===== config.mk =====
export PLATFORM = sky130hd
export DESIGN_NAME = joystick_conditioner
export DESIGN_NICKNAME = d
export VERILOG_FILES = /design/src/rtl/joystick_conditioner.sv
export SDC_FILE = /design/constraint.sdc
export NUM_CORES = 1
export LEC_CHECK = 0
export BUFFER_PORTS_ARGS = -buffer_cell sky130_fd_sc_hd__buf_2
export CAP_MARGIN = 20
export CORE_AREA = 2 2 90 92
export DETAILED_ROUTE_END_ITERATION = 8
export DIE_AREA = 0 0 92 94
export MAX_ROUTING_LAYER = met4
export PLACE_DENSITY = 0.74
export RECOVER_POWER = 50
export REMOVE_ABC_BUFFERS = 1
export SYNTH_ARGS = -nofsm -noshare
export SYNTH_HDL_FRONTEND = slang
export SYNTH_SLANG_ARGS = --single-unit

===== constraint.sdc =====
create_clock -name clk -period 3.8 [get_ports clk]
set_input_delay 0.76 -clock clk [delete_from_list [all_inputs] [get_ports clk]]
set_output_delay 0.76 -clock clk [all_outputs]
set_load 0.1 [all_outputs]

===== src/rtl/joystick_conditioner.sv =====
// joystick_conditioner: synchronizes, debounces and resolves two active-low
// Atari-style joystick ports into active-high 5-bit vectors with a change strobe.
// Pin order on every 5-bit vector: 0=fire 1=left 2=right 3=down 4=up.
// Optional autofire is compiled in when the macro JOY_AUTOFIRE_EN is defined.
module joystick_conditioner #(
    parameter int SYNC_STAGES    = 2,
    parameter int TICK_DIV       = 1000,
    parameter int DEBOUNCE_TICKS = 8,
    parameter int AUTOFIRE_TICKS = 64
) (
    input  logic       clk,
    input  logic       reset,
    input  logic [0:4] joy1_raw_n,
    input  logic [0:4] joy2_raw_n,
    input  logic [0:1] autofire_en,
    output logic [0:4] joy1,
    output logic [0:4] joy2,
    output logic       joy_changed
);

    localparam int NPINS = 10;
    localparam int PW    = (TICK_DIV > 1) ? $clog2(TICK_DIV) : 1;
    localparam int CW    = $clog2(DEBOUNCE_TICKS) + 1;

    logic [0:9]             raw_n;
    logic [SYNC_STAGES-1:0] sync_q [NPINS];
    logic [0:9]             s;
    logic [PW-1:0]          pre_cnt;
    logic                   tick;
    logic [0:9]             d;
    logic [CW-1:0]          cnt [NPINS];
    logic [0:4]             res1;
    logic [0:4]             res2;
    logic [0:4]             joy1_prev;
    logic [0:4]             joy2_prev;

    assign raw_n = {joy1_raw_n, joy2_raw_n};

    // Shift each raw pin through its synchronizer chain; reset presets to the idle (high) level.
    always_ff @(posedge clk) begin
        for (int i = 0; i < NPINS; i++) begin
            if (reset) begin
                sync_q[i] <= '1;
            end else begin
                sync_q[i] <= {sync_q[i][SYNC_STAGES-2:0], raw_n[i]};
            end
        end
    end

    // Take the last synchronizer stage and flip it to active-high.
    always_comb begin
        s = '0;
        for (int i = 0; i < NPINS; i++) begin
            s[i] = ~sync_q[i][SYNC_STAGES-1];
        end
    end

    assign tick = (pre_cnt == PW'(TICK_DIV - 1));

    // Free-running prescaler producing one debounce tick every TICK_DIV cycles.
    always_ff @(posedge clk) begin
        if (reset || tick) begin
            pre_cnt <= '0;
        end else begin
            pre_cnt <= pre_cnt + 1'b1;
        end
    end

    // Per-pin debounce: a new level is accepted only after DEBOUNCE_TICKS disagreeing ticks in a row.
    always_ff @(posedge clk) begin
        for (int i = 0; i < NPINS; i++) begin
            if (reset) begin
                d[i]   <= 1'b0;
                cnt[i] <= '0;
            end else if (tick) begin
                if (s[i] == d[i]) begin
                    cnt[i] <= '0;
                end else if (cnt[i] == CW'(DEBOUNCE_TICKS - 1)) begin
                    d[i]   <= s[i];
                    cnt[i] <= '0;
                end else begin
                    cnt[i] <= cnt[i] + 1'b1;
                end
            end
        end
    end

`ifdef JOY_AUTOFIRE_EN
    localparam int AW = $clog2(AUTOFIRE_TICKS) + 1;

    logic [0:1]    phase;
    logic [AW-1:0] af_cnt [2];

    // Autofire phase per port; held clear unless fire is debounced-pressed and autofire is requested.
    always_ff @(posedge clk) begin
        for (int p = 0; p < 2; p++) begin
            if (reset || !(d[p*5] && autofire_en[p])) begin
                phase[p]  <= 1'b0;
                af_cnt[p] <= '0;
            end else if (tick) begin
                if (af_cnt[p] == AW'(AUTOFIRE_TICKS - 1)) begin
                    phase[p]  <= ~phase[p];
                    af_cnt[p] <= '0;
                end else begin
                    af_cnt[p] <= af_cnt[p] + 1'b1;
                end
            end
        end
    end
`else
    logic unused_autofire;
    assign unused_autofire = ^autofire_en;
`endif

    // Cancel opposing directions on each port and apply autofire gating to fire.
    always_comb begin
        res1 = d[0:4];
        res2 = d[5:9];
        if (d[1] && d[2]) begin
            res1[1] = 1'b0;
            res1[2] = 1'b0;
        end
        if (d[3] && d[4]) begin
            res1[3] = 1'b0;
            res1[4] = 1'b0;
        end
        if (d[6] && d[7]) begin
            res2[1] = 1'b0;
            res2[2] = 1'b0;
        end
        if (d[8] && d[9]) begin
            res2[3] = 1'b0;
            res2[4] = 1'b0;
        end
`ifdef JOY_AUTOFIRE_EN
        res1[0] = d[0] & ~phase[0];
        res2[0] = d[5] & ~phase[1];
`endif
    end

    // Register the resolved outputs and strobe once in the cycle after either port changes.
    always_ff @(posedge clk) begin
        if (reset) begin
            joy1        <= '0;
            joy2        <= '0;
            joy1_prev   <= '0;
            joy2_prev   <= '0;
            joy_changed <= 1'b0;
        end else begin
            joy1        <= res1;
            joy2        <= res2;
            joy1_prev   <= joy1;
            joy2_prev   <= joy2;
            joy_changed <= (joy1 != joy1_prev) || (joy2 != joy2_prev);
        end
    end

endmodule


; After elaboration in Yosys (flattened, before gate mapping)
; Memory sizes are Yosys's and may differ from the RTL's.
; Cells that the tools add are included.
[word_totals]
rom_bits = 0
output_inout_bits = 11
mem_bits_rw = 60
word_cells = 319
in_bits = 14
latch_bits = 0
mem_count = 2
reg_bits = 41
[memory_table]
columns = memory, depth, width, read_ports, rd_ports_with_merged_regs, wr, line
row1 = cnt, 10, 4, 10, 0, 10, 31  ; logic [CW-1:0] cnt [NPINS];
row2 = sync_q, 10, 2, 10, 0, 10, 26  ; logic [SYNC_STAGES-1:0] sync_q [NPINS];
[op_classes]
n_addsub = 11
n_eq_ne = 23
multipliers = 0
n_bitwise = 60
magnitude_cmp = 0
div_mod_pow = 0
shifts = 0
muxes = 183
n_reduce_logical = 20
[op_table]
columns = op, count
row1 = 1-bit 2-to-1 mux, 143
row2 = 4-bit 2-to-1 mux, 30
row3 = 4-bit by 1-bit adder with 4-bit output (second input constant), 10
row4 = 4-bit by 3-bit equality test with 1-bit output (second input constant), 10
row5 = 1-bit OR, 40
row6 = 3-bit AND reduction, 10
row7 = 2-bit 2-to-1 mux, 10
row8 = 1-bit NOT, 20
row9 = 10-bit by 1-bit adder with 10-bit output (second input constant), 1
row10 = 1-bit equality test, 10
row11 = 10-bit equality test (second input constant), 1
row12 = 5-bit != test, 2
row13 = 2-bit OR reduction, 4
row14 = 1-bit logical AND, 4
row15 = 1-bit logical OR, 2

; Logic depth before layout (Yosys ltp)
[depth]
ltp_word = 9
ltp_mapped = 6
depth_no_buf = 5

; Worst setup path after synthesis
; Ideal clock, no wire load.
[synth_timing]
path_kind = flip-flop to flip-flop
startpoint = register pre_cnt[2]
endpoint = memory cnt[0][0] (netlist name), enable pin
stages_incl_launch_ff = 4
n_path_buf = 0
arrival_ns = 3.331
path_slack_ns = -0.010
required_ns = 3.321
setup_ns = 0.479
synth_period_minus_slack_ns = 3.810
cell_sequence = dfxtp_1 and4bb_2 nand2_1 o21ai_0
[synth_lines]
columns = item, line
row1 = start: declaration, 28  ; logic [PW-1:0] pre_cnt;
row2 = start signal: assignment, 65  ; pre_cnt <= pre_cnt + 1'b1;
row3 = end: declaration, 31

==> results.yml <==
setup_path:
  worst_path_dominant_cell_family: "buffers and inverters"
  setup.worst_path.end_class: "register"
  worst_setup_path_startpoint: "pre_cnt[0]$_SDFF_PP0_"
  crit_path_cell_trace: "ha_1, inv_1, nor3b_1, clkbuf_1, nand2_1, buf_4, nor3_1"
  critPathSlowestCell: "sky130_fd_sc_hd__clkbuf_1"
  critical_path_arrival_ps: 2950
  crit_path_end: "cnt[0][2]$_SDFFCE_PN0P_"
  startpoint_type: "register"
  critical_path.reg2reg.startpoint: "pre_cnt[0]$_SDFF_PP0_"
  timing.rr.end: "cnt[0][2]$_SDFFCE_PN0P_"
  setup.worst_path.class: "register to register"
  r2r_slack_ps: 1040
  timing.critical_path.slowest_cell_delay_ps: 740
  maximum_fanout_along_the_worst_path: 24
  timing.reg2reg.worst_path_depth: 7
  worstPathRequired_ps: 3990
  cp_num_cells: 7
  cp_num_buf_inv: 3
timing:
  crit_share_post_route: 0.726
  hold_violations: 0
  tightestPinTransition_ps: 1160
  timing_max_transition_violations_final: 0
  worst_clock_skew_ps: 14.4
  max_freq_ghz: 0.363
  setup_slack_ps: 1040
  layout_min_cycle_time_ps: 2760
  grt_setup_unrepaired: "false"
  maxSlewHeadroom: 0.231
  setup_viol_count_final: 0
finish:
  syn2layout_area_growth_pct: 10.1
  multi_input_comb_area_um2: 1550
  seq_area_um2: 2420
  final-instance-count-excl-fill: 493
  most-common-layout-cells: "61 x sky130_fd_sc_hd__dfxtp_1, 40 x sky130_fd_sc_hd__edfxtp_1, 37 x sky130_fd_sc_hd__nor3_1"
  drive_gt1_frac: 0.174
  final_nets: 411
  post-route-util: 0.591
  mostFrequentLayoutCell: "sky130_fd_sc_hd__dfxtp_1"
  num-fill-cells: 643
  antenna-diode-count: 0
logic_synthesis:
  yosysUniqueCellTypes: 34
  synth_area_leaders: "sky130_fd_sc_hd__dfxtp_1 30%, sky130_fd_sc_hd__edfxtp_1 29%, sky130_fd_sc_hd__xor2_1 6.4%"
  synth_area_um2: 4080
  postSynthRegisterBits: 101
  synth.yosys.warnings: 0
  synth_top_area_cell: "sky130_fd_sc_hd__dfxtp_1"
  avgSynthCellArea_um2: 11.3
  post_synth_inst_count: 360
  yosysSeqAreaShare: 0.594
  share_of_the_synthesized_area_in_the_top_cell_type: 0.299
cts:
  worst_skew_pair.late_latency_ps: 360
  path_clk_slew_ps: 100
  clock_tree.root_cell: "sky130_fd_sc_hd__clkbuf_8"
  post_cts.resized_instances: 0
  clock_sinks: 101
  htree_levels: 3
  numCtsBuffers: 9
  post_cts_hold_buffer_count: 0
  cts_post_setup_buffers_inserted: 0
  max-clock-path-buffers: 2
  cts_tree: "built"
global_route:
  grt_use_total: 0.171
  grt_start_max_net_pins: 56
  grt-ovfl-total: 0
  global_route_wire_length_before_repair_um: 11300
  antenna_found_initial: 0
  first_global_vias: 2489
floorplan:
  floorplan.die.width_um: 92
  design.portCount: 25
  initial_core_util: 0.537
  fp.dieH_um: 94
  design.die.area_um2: 8650
  floorplan.rows: 32
  coreArea_um2: 7610
outcome:
  run_status: "finished, final reports clean"
drt:
  drcViolationCount: 0
  via_count: 2533
  drt_iter0_drc: 75
  route.detailed.vias_per_inst: 5.14
  postRouteWirelength_um: 6660
  first_pass_iters: 4
  wire_per_inst_um: 13.5
  ant_nets: 0
run:
  drv.max_cap_violation_count: 0
placement:
  global_placement_routability_congestion: 0.714
  place_inst: 477
  place.detailed.hpwl_um: 4340
  placement.io_buffers: 22
  place_worst_setup_slack_ps: 1670
hold_path:
  worst_hold_path_type: "register to register"
power:
  clockPowerShare: 0.351
  static_leakage_nw: 1.70
  power.density_cell_area_nw_per_um2: 436
  power_switching_share: 0.223
  power_switching_mw: 0.438
  power.sequential.fraction: 0.603
  peakVddDrop_mv: 0.257
  internal_power_mw: 1.52
  pwr-share-comb: 0.046
==> cell type report <==
cell class / instances / share of cell area
inverters: 14 / 0.0117
repair buffers: 26 / 0.0298
multi-input cells: 234 / 0.344
well taps: 102 / 0.0284
clock inverters: 4 / 0.00724
clock buffers: 12 / 0.0395
flip-flops and latches: 101 / 0.539
==> cells in the mapped netlist (all sizes together) <==
library cell / number
a21oi: 10
a311oi: 8
a31o: 1
a31oi: 2
a41oi: 1
and3b: 6
and4bb: 1
buf: 5
clkbuf: 6
dfxtp: 61
edfxtp: 40
ha: 11
inv: 14
mux2: 2
nand2: 15
nand2b: 2
nand3: 15
nand3b: 1
nand4: 2
nor2: 20
nor2b: 12
nor3: 37
nor3b: 9
nor4: 2
o211a: 1
o21ai: 4
or2: 26
or3: 1
xnor2: 15
xor2: 30
==> logic make-up after synthesis <==
logic type / synth area share
AND/OR/NAND/NOR: 0.202
AO/OA/AOI/OAI: 0.0441
XOR/XNOR: 0.0966
adder cells (fa/ha/maj): 0.0337
multiplexers: 0.00552
buffers and inverters: 0.0245
flip-flops: 0.594
==> power groups by stage <==
| stage | Clock (mW) | Combinational, mW | Sequential [mW] |
|---|---|---|---|
| 3_3_place_gp | 0 | 0.0871 | 1.20 |
| 6_report | 0.688 | 0.0895 | 1.18 |
| 4_1_cts | 0.704 | 0.0913 | 1.18 |
| 5_1_grt | 0.750 | 0.103 | 1.19 |
| 2_1_floorplan | 0 | 0.0630 | 1.20 |
| 3_5_place_dp | 0 | 0.0901 | 1.21 |
==> state kept, by name, summed over array words and instances, names as in the netlist <==
signal,count
cnt,40
d,10
joy1,5
joy1_prev,5
joy2,5
joy2_prev,5
joy_changed,1
pre_cnt,10
sync_q,20
==> through the flow <==
step	instance area [µm²]	hold slack, ps	power, mW	TNS (ps)
after floorplan	4030	389	1.26	-364
after global placement	4310	392	1.29	0
after detailed placement	4310	392	1.30	0
after CTS	4520	415	1.98	0
after global routing	4490	427	2.04	0
final	4490	415	1.96	0
==> routing by layer <==
metal	GRT usage	vias up	routed length, µm
met5	-	-	0
met4	0.0622	0	84
met3	0.0313	7	160
met2	0.286	30	3280
met1	0.210	1195	3140
li1	-	1301	-
==> worst register-to-register path: stages (launching register included) <==
cell and delay (ps):
sky130_fd_sc_hd__dfxtp_1 370, sky130_fd_sc_hd__ha_1 300, sky130_fd_sc_hd__inv_1 70, sky130_fd_sc_hd__nor3b_1 200, sky130_fd_sc_hd__clkbuf_1 740, sky130_fd_sc_hd__nand2_1 380, sky130_fd_sc_hd__buf_4 320, sky130_fd_sc_hd__nor3_1 220
==> worst min-delay path by stage <==
stage	from	to	slack (ps)	depth (start not counted)
after floorplan	sync_q[0][0]$_SDFF_PP1_	sync_q[0][1]$_SDFF_PP1_	390	1
after global placement	sync_q[5][0]$_SDFF_PP1_	sync_q[5][1]$_SDFF_PP1_	390	1
after detailed placement	sync_q[5][0]$_SDFF_PP1_	sync_q[5][1]$_SDFF_PP1_	390	1
after CTS	sync_q[5][0]$_SDFF_PP1_	sync_q[5][1]$_SDFF_PP1_	420	1
after global routing	sync_q[6][0]$_SDFF_PP1_	sync_q[6][1]$_SDFF_PP1_	430	1
final	sync_q[9][0]$_SDFF_PP1_	sync_q[9][1]$_SDFF_PP1_	420	1
No activity file was read; power rests on OpenSTA's default activity.
